==> src/rtl/game_countdown_timer.sv <==
// ---------------------------------------------------------------------------
// game_countdown_timer
//   Round countdown timer for the game FSM. A prescaler divides clk down to
//   one game second; each second the two-digit BCD count is decremented from
//   GAME_SECS toward 00. Reaching 00 raises time_up (held until timer_reset)
//   and parks the timer in EXPIRED. The FSM holds the timer idle and reloaded
//   by driving timer_reset high.
//
//   Optional feature macro: TIMER_BONUS_EN
//     When defined, a bonus_add pulse in RUN adds BONUS_SECS to the count,
//     saturating at 99. When undefined, the port and adder do not exist.
//
// Ports
//   clk          in   1  system clock, rising edge
//   rst_n        in   1  asynchronous active-low reset
//   timer_reset  in   1  synchronous hold/reload (level), highest priority
//   pause        in   1  freezes prescaler and count while in RUN
//   bonus_add    in   1  one-cycle bonus pulse (TIMER_BONUS_EN only)
//   time_up      out  1  registered, 1 from expiry until timer_reset
//   sec_tick     out  1  registered one-cycle pulse per counted second
//   secs_tens    out  4  registered BCD tens digit of remaining seconds
//   secs_ones    out  4  registered BCD ones digit of remaining seconds
//   warn         out  1  combinational, RUN and count <= WARN_SECS
// ---------------------------------------------------------------------------
module game_countdown_timer #(
  parameter int CLKS_PER_SEC = 50_000_000,
  parameter int GAME_SECS    = 60,
  parameter int WARN_SECS    = 10,
  parameter int BONUS_SECS   = 5
) (
  input  logic       clk,
  input  logic       rst_n,
  input  logic       timer_reset,
  input  logic       pause,
`ifdef TIMER_BONUS_EN
  input  logic       bonus_add,
`endif
  output logic       time_up,
  output logic       sec_tick,
  output logic [3:0] secs_tens,
  output logic [3:0] secs_ones,
  output logic       warn
);

  localparam int             PW         = (CLKS_PER_SEC > 2) ? $clog2(CLKS_PER_SEC) : 1;
  localparam logic [PW-1:0]  PS_LAST    = PW'(CLKS_PER_SEC - 1);
  localparam logic [3:0]     RELOAD_TEN = 4'(GAME_SECS / 10);
  localparam logic [3:0]     RELOAD_ONE = 4'(GAME_SECS % 10);

  typedef enum logic [1:0] {IDLE, RUN, EXPIRED} state_t;

  state_t        state, state_next;
  logic [PW-1:0] prescaler, prescaler_next;
  logic [3:0]    tens_next, ones_next;
  logic          time_up_next, sec_tick_next;
  logic          tick;
  logic [7:0]    count_bin;

  // Binary view of the BCD count, used for the warning compare and bonus math.
  assign count_bin = (8'(secs_tens) * 8'd10) + 8'(secs_ones);

  // A second elapses on this cycle's edge (timer_reset suppresses it).
  assign tick = (state == RUN) && !timer_reset && !pause && (prescaler == PS_LAST);

  assign warn = (state == RUN) && (count_bin <= 8'(WARN_SECS));

`ifdef TIMER_BONUS_EN
  // Bonus result: count, minus one if a second ends on the same edge, plus
  // the bonus, clamped to 99. Widened so large bonuses cannot wrap.
  logic       bonus_hit;
  logic [8:0] bonus_sum;
  logic [7:0] bonus_sat;

  assign bonus_hit = bonus_add && (state == RUN) && !timer_reset;
  assign bonus_sum = 9'(count_bin) - 9'(tick) + 9'(BONUS_SECS);
  assign bonus_sat = (bonus_sum > 9'd99) ? 8'd99 : bonus_sum[7:0];
`else
  // Without the bonus feature the count can only decrement.
`endif

  // State and datapath registers; reset acts immediately without a clock.
  always_ff @(posedge clk or negedge rst_n) begin
    if (!rst_n) begin
      state     <= IDLE;
      prescaler <= '0;
      secs_tens <= RELOAD_TEN;
      secs_ones <= RELOAD_ONE;
      time_up   <= 1'b0;
      sec_tick  <= 1'b0;
    end else begin
      state     <= state_next;
      prescaler <= prescaler_next;
      secs_tens <= tens_next;
      secs_ones <= ones_next;
      time_up   <= time_up_next;
      sec_tick  <= sec_tick_next;
    end
  end

  // Next-state and datapath logic. timer_reset overrides everything; in RUN
  // the prescaler advances unless paused and a terminal count decrements the
  // BCD digits, expiring on the 01 -> 00 step.
  always_comb begin
    state_next     = state;
    prescaler_next = prescaler;
    tens_next      = secs_tens;
    ones_next      = secs_ones;
    time_up_next   = time_up;
    sec_tick_next  = 1'b0;

    if (timer_reset) begin
      state_next     = IDLE;
      prescaler_next = '0;
      tens_next      = RELOAD_TEN;
      ones_next      = RELOAD_ONE;
      time_up_next   = 1'b0;
    end else begin
      case (state)
        IDLE: begin
          state_next = RUN;
        end
        RUN: begin
          if (!pause) begin
            if (tick) begin
              prescaler_next = '0;
              sec_tick_next  = 1'b1;
              if ((secs_tens == 4'd0) && (secs_ones == 4'd1)) begin
                ones_next    = 4'd0;
                time_up_next = 1'b1;
                state_next   = EXPIRED;
              end else if (secs_ones == 4'd0) begin
                ones_next = 4'd9;
                tens_next = secs_tens - 4'd1;
              end else begin
                ones_next = secs_ones - 4'd1;
              end
            end else begin
              prescaler_next = prescaler + 1'b1;
            end
          end
        end
        EXPIRED: begin
          time_up_next = 1'b1;
        end
        default: begin
          state_next = IDLE;
        end
      endcase

`ifdef TIMER_BONUS_EN
      // A bonus replaces the decrement result and cancels a coincident expiry.
      if (bonus_hit) begin
        tens_next    = 4'(bonus_sat / 8'd10);
        ones_next    = 4'(bonus_sat % 8'd10);
        state_next   = RUN;
        time_up_next = 1'b0;
      end
`else
      // No bonus path: the decrement above is the only count update.
`endif
    end
  end

endmodule

==> config.mk <==
export PLATFORM = sky130hd
export DESIGN_NAME = game_countdown_timer
export DESIGN_NICKNAME = d
export VERILOG_FILES = /design/src/rtl/game_countdown_timer.sv
export SDC_FILE = /design/constraint.sdc
export NUM_CORES = 1
export LEC_CHECK = 0
export CAP_MARGIN = 25
export CORE_MARGIN = 2
export CORE_UTILIZATION = 40
export DETAILED_ROUTE_END_ITERATION = 7
export PLACE_DENSITY_LB_ADDON = 0.05
export SLEW_MARGIN = 0
export SYNTH_ARGS = -nofsm -noshare
export SYNTH_HDL_FRONTEND = slang
export SYNTH_SLANG_ARGS = --single-unit
==> constraint.sdc <==
create_clock -name clk -period 3.75 [get_ports clk]
set_input_delay 0.375 -clock clk [delete_from_list [all_inputs] [get_ports clk]]
set_output_delay 0.375 -clock clk [all_outputs]
set_load 0.03 [all_outputs]
==> results.cfg, run 1 <==
[sta]
setup_viol = 0
fmax_ghz = 0.2838
holdWs_ns = 0.2069
setup_tns_ns = 0
fin_crit_sh_pct = 93.97
finalClockSkew_ns = 0.004534
layout_setup_ws_ns = 0.2260
final_hold_viol_count = 0
period_needed_ns = 3.524
final_max_slew_viol_count = 0
rsz0062_at_grt = false
worst_pin_slew_ns = 1.016
relSlewSlack_pct = 31.34

[logic_synthesis]
yosysWarnings = 0
synthMostInstantiatedCell = dfrtp_1
synthTopCellsByCount = 36 x dfrtp_1, 23 x a21oi_1, 23 x nor2_1
syn_inst = 260
ys_types = 49
ys_ff_latch = 38
synth_area_leaders = dfrtp_1 38%, ha_1 6.3%, a21oi_1 4.8%, nor2_1 3.6%, nand3_1 3.3%
yosysSeqAreaShare_pct = 39.83
yosysTopAreaCellShare_pct = 37.64
synthesis.nets = 278
synth_top_area_cell = dfrtp_1
synth_edf_count = 0
async_flop_share_pct = 100.0
syn_area_per_cell_um2 = 9.206
syn_area_um2 = 2394
ys.flop_type = dfrtp_1

[cells_and_area]
antennaDiodeCount = 0
final_layout_size_suffix_gt1_share_pct = 8.633
fin_util_pct = 46.34
area_growth_syn_to_layout_pct = 13.28
nets = 295
final_cells = 353

[global_routing]
grt_usage_pct = 19.44
grt_max_degree = 39
overflow = 0
grt_first_pass_wirelength_um = 9680
grt_antenna_before_repair = 0
grt_pass1_vias = 1979

[power]
ir_drop_uv = 150.6
p_leak_nw = 1.071
power_density_nw_per_um2 = 274.3

[worst_setup_path]
crit_end = warn
regToRegStartpoint = prescaler[18]
crit_family = adder cells
crit_path_start_kind = register
path_depth = 8
r2r_slack_ns = 1.14
critPathMaxStageDelay_ns = 0.72
cp-startpoint = secs_tens[1]
crit_chain = ha_1, ha_1, inv_1, fa_1, a21oi_1, mux2i_1, nor4_1, clkdlybuf4s50_1
path_buf_inv = 2
cp.required_ns = 3.38
worstRegToRegCells = 5
path_max_fanout = 5
worstSetupEndpointType = output port
cp_data_arrival_time_ns = 3.15
cp_slowest_cell = clkdlybuf4s50_1
cp_common_cell = ha_1
critical_path_class = register to output port
rr_endpoint = prescaler[5]

[drt]
drt_first_pass_iters = 4
ant_nets = 0
wl_per_cell_um = 16.84
vias_per_cell = 5.739
drtIter0Drc = 119
vias = 2026
route.detailed.drc = 0
routed_wl_um = 5943

[placement]
place_hpwl_um = 4115
dp.cells = 345
io_buffers = 14
dp_worst_setup_slack_ns = 0.5363
place_congestion = 0.8190

[die]
dieHeight_um = 81.36
core_um2 = 5851
start_util_pct = 40.91
num_io_pins = 15
num_rows = 28
die-area_um2 = 6619
die_x_um = 81.36

[cts]
clk_pin_slew_worst_paths_ns = 0.07
numCtsBuffers = 5
clock_path_buffers = 2
cts_tree = done
postCtsHoldBufs = 0
cts_setup_buffers = 0
clkLatencyLatePin_ns = 0.29
cts.sinks = 38
htreeDepth = 2
clock-root-buffer = clkbuf_8
cts-resized-gates = 0

[worst_hold_path]
hp-class = input pin to async pin

[run_status]
status = complete, no violations

[run]
max-cap-violations = 0
==> state kept, by name, indices dropped and copies added (netlist names) <==
name and cells:
secs_ones 4, secs_tens 4, sec_tick 1, prescaler 26
state 2, time_up 1
==> power breakdown <==
part	internal, mW	total, mW	switching (mW)
logic	0.00813	0.0338	0.0256
registers	0.411	0.413	0.00159
clock network	0.150	0.297	0.147
total	0.569	0.744	0.174
==> logic make-up (layout without fill, tap and decap cells) <==
kind of cell,count (synthesis),in the layout,synth area share (%)
compound gates,57,57,14.79
fa+ha+maj,14,14,7.946
simple gates,110,110,26.29
mux,4,4,1.725
flops,38,38,39.83
buf+inv,20,38,3.189
xor+xnor,17,17,6.221
==> routing by layer <==
layer,wire (um),up-vias,global-route usage [%]
met5,0,-,0
met4,68,0,5.424
met3,199,5,3.667
met2,2937,38,33.93
met1,2738,990,24.41
li1,-,993,-
==> final cells by class <==
cell class	instances	area, um2
Tap cell	75	93.84
Timing Repair Buffer	18	165.2
Multi-Input combinational cell	202	1364
Clock buffer	8	90.09
Sequential cell	38	953.4
Inverter	12	45.04
Fill cell	578	3139
==> stage by stage <==
stage,power [mW],area [um2]
floorplan,0.4355,2394
global placement,0.4558,2621
detailed placement,0.4556,2621
CTS,0.7604,2711
global route,0.7742,2711
finish,0.7437,2711
==> how the worst min path moves through the flow <==
| stage | start | to | slack, ns | cells past startpoint |
|---|---|---|---|---|
| after floorplan | rst_n | prescaler[0] | 0.08 | 0 |
| after global placement | state[1] | state[0] | 0.52 | 1 |
| after detailed placement | state[1] | state[0] | 0.52 | 1 |
| after CTS | rst_n | prescaler[12] | 0.23 | 1 |
| after global routing | rst_n | prescaler[20] | 0.28 | 1 |
| final | rst_n | prescaler[19] | 0.21 | 1 |
==> layout by cell type (no fill, tap or decap), types with 2 or more instances in the layout <==
cell type / n
a21oi_1: 23
mux2i_1: 3
a22oi_1: 2
nor4_1: 5
nand3_1: 16
dfrtp_1: 36
xnor2_1: 8
inv_1: 12
fa_1: 2
clkbuf_8: 6
a211o_1: 2
nand4_1: 11
nor4b_1: 2
a32oi_1: 2
a31o_2: 2
o21ai_0: 12
a21o_1: 4
buf_4: 4
ha_1: 12
a211oi_1: 2
or3_1: 5
clkbuf_1: 2
or4_1: 5
clkdlybuf4s50_1: 13
and3_1: 6
nand2b_1: 3
dfstp_2: 2
xor2_1: 9
nand2_1: 16
nor2_1: 23
nor3_1: 7
(Power assumes the default switching activity.)
==> inputs of run 2 (changes only) <==
--- a/config.mk
+++ b/config.mk
@@ -10,6 +10,7 @@
 export CORE_UTILIZATION = 40
 export DETAILED_ROUTE_END_ITERATION = 7
 export PLACE_DENSITY_LB_ADDON = 0.05
+export SKIP_LAST_GASP = 1
 export SLEW_MARGIN = 0
 export SYNTH_ARGS = -nofsm -noshare
 export SYNTH_HDL_FRONTEND = slang
==> results of run 2 <==
No change in the layout: final DEF, timing and power equal those of run 1.
==> inputs of run 3 (changes only) <==
--- a/config.mk
+++ b/config.mk
@@ -5,7 +5,7 @@
 export SDC_FILE = /design/constraint.sdc
 export NUM_CORES = 1
 export LEC_CHECK = 0
-export CAP_MARGIN = 25
+export CAP_MARGIN = 20
 export CORE_MARGIN = 2
 export CORE_UTILIZATION = 40
 export DETAILED_ROUTE_END_ITERATION = 7
==> results of run 3 <==
No change in the layout: final DEF, timing and power equal those of run 1.
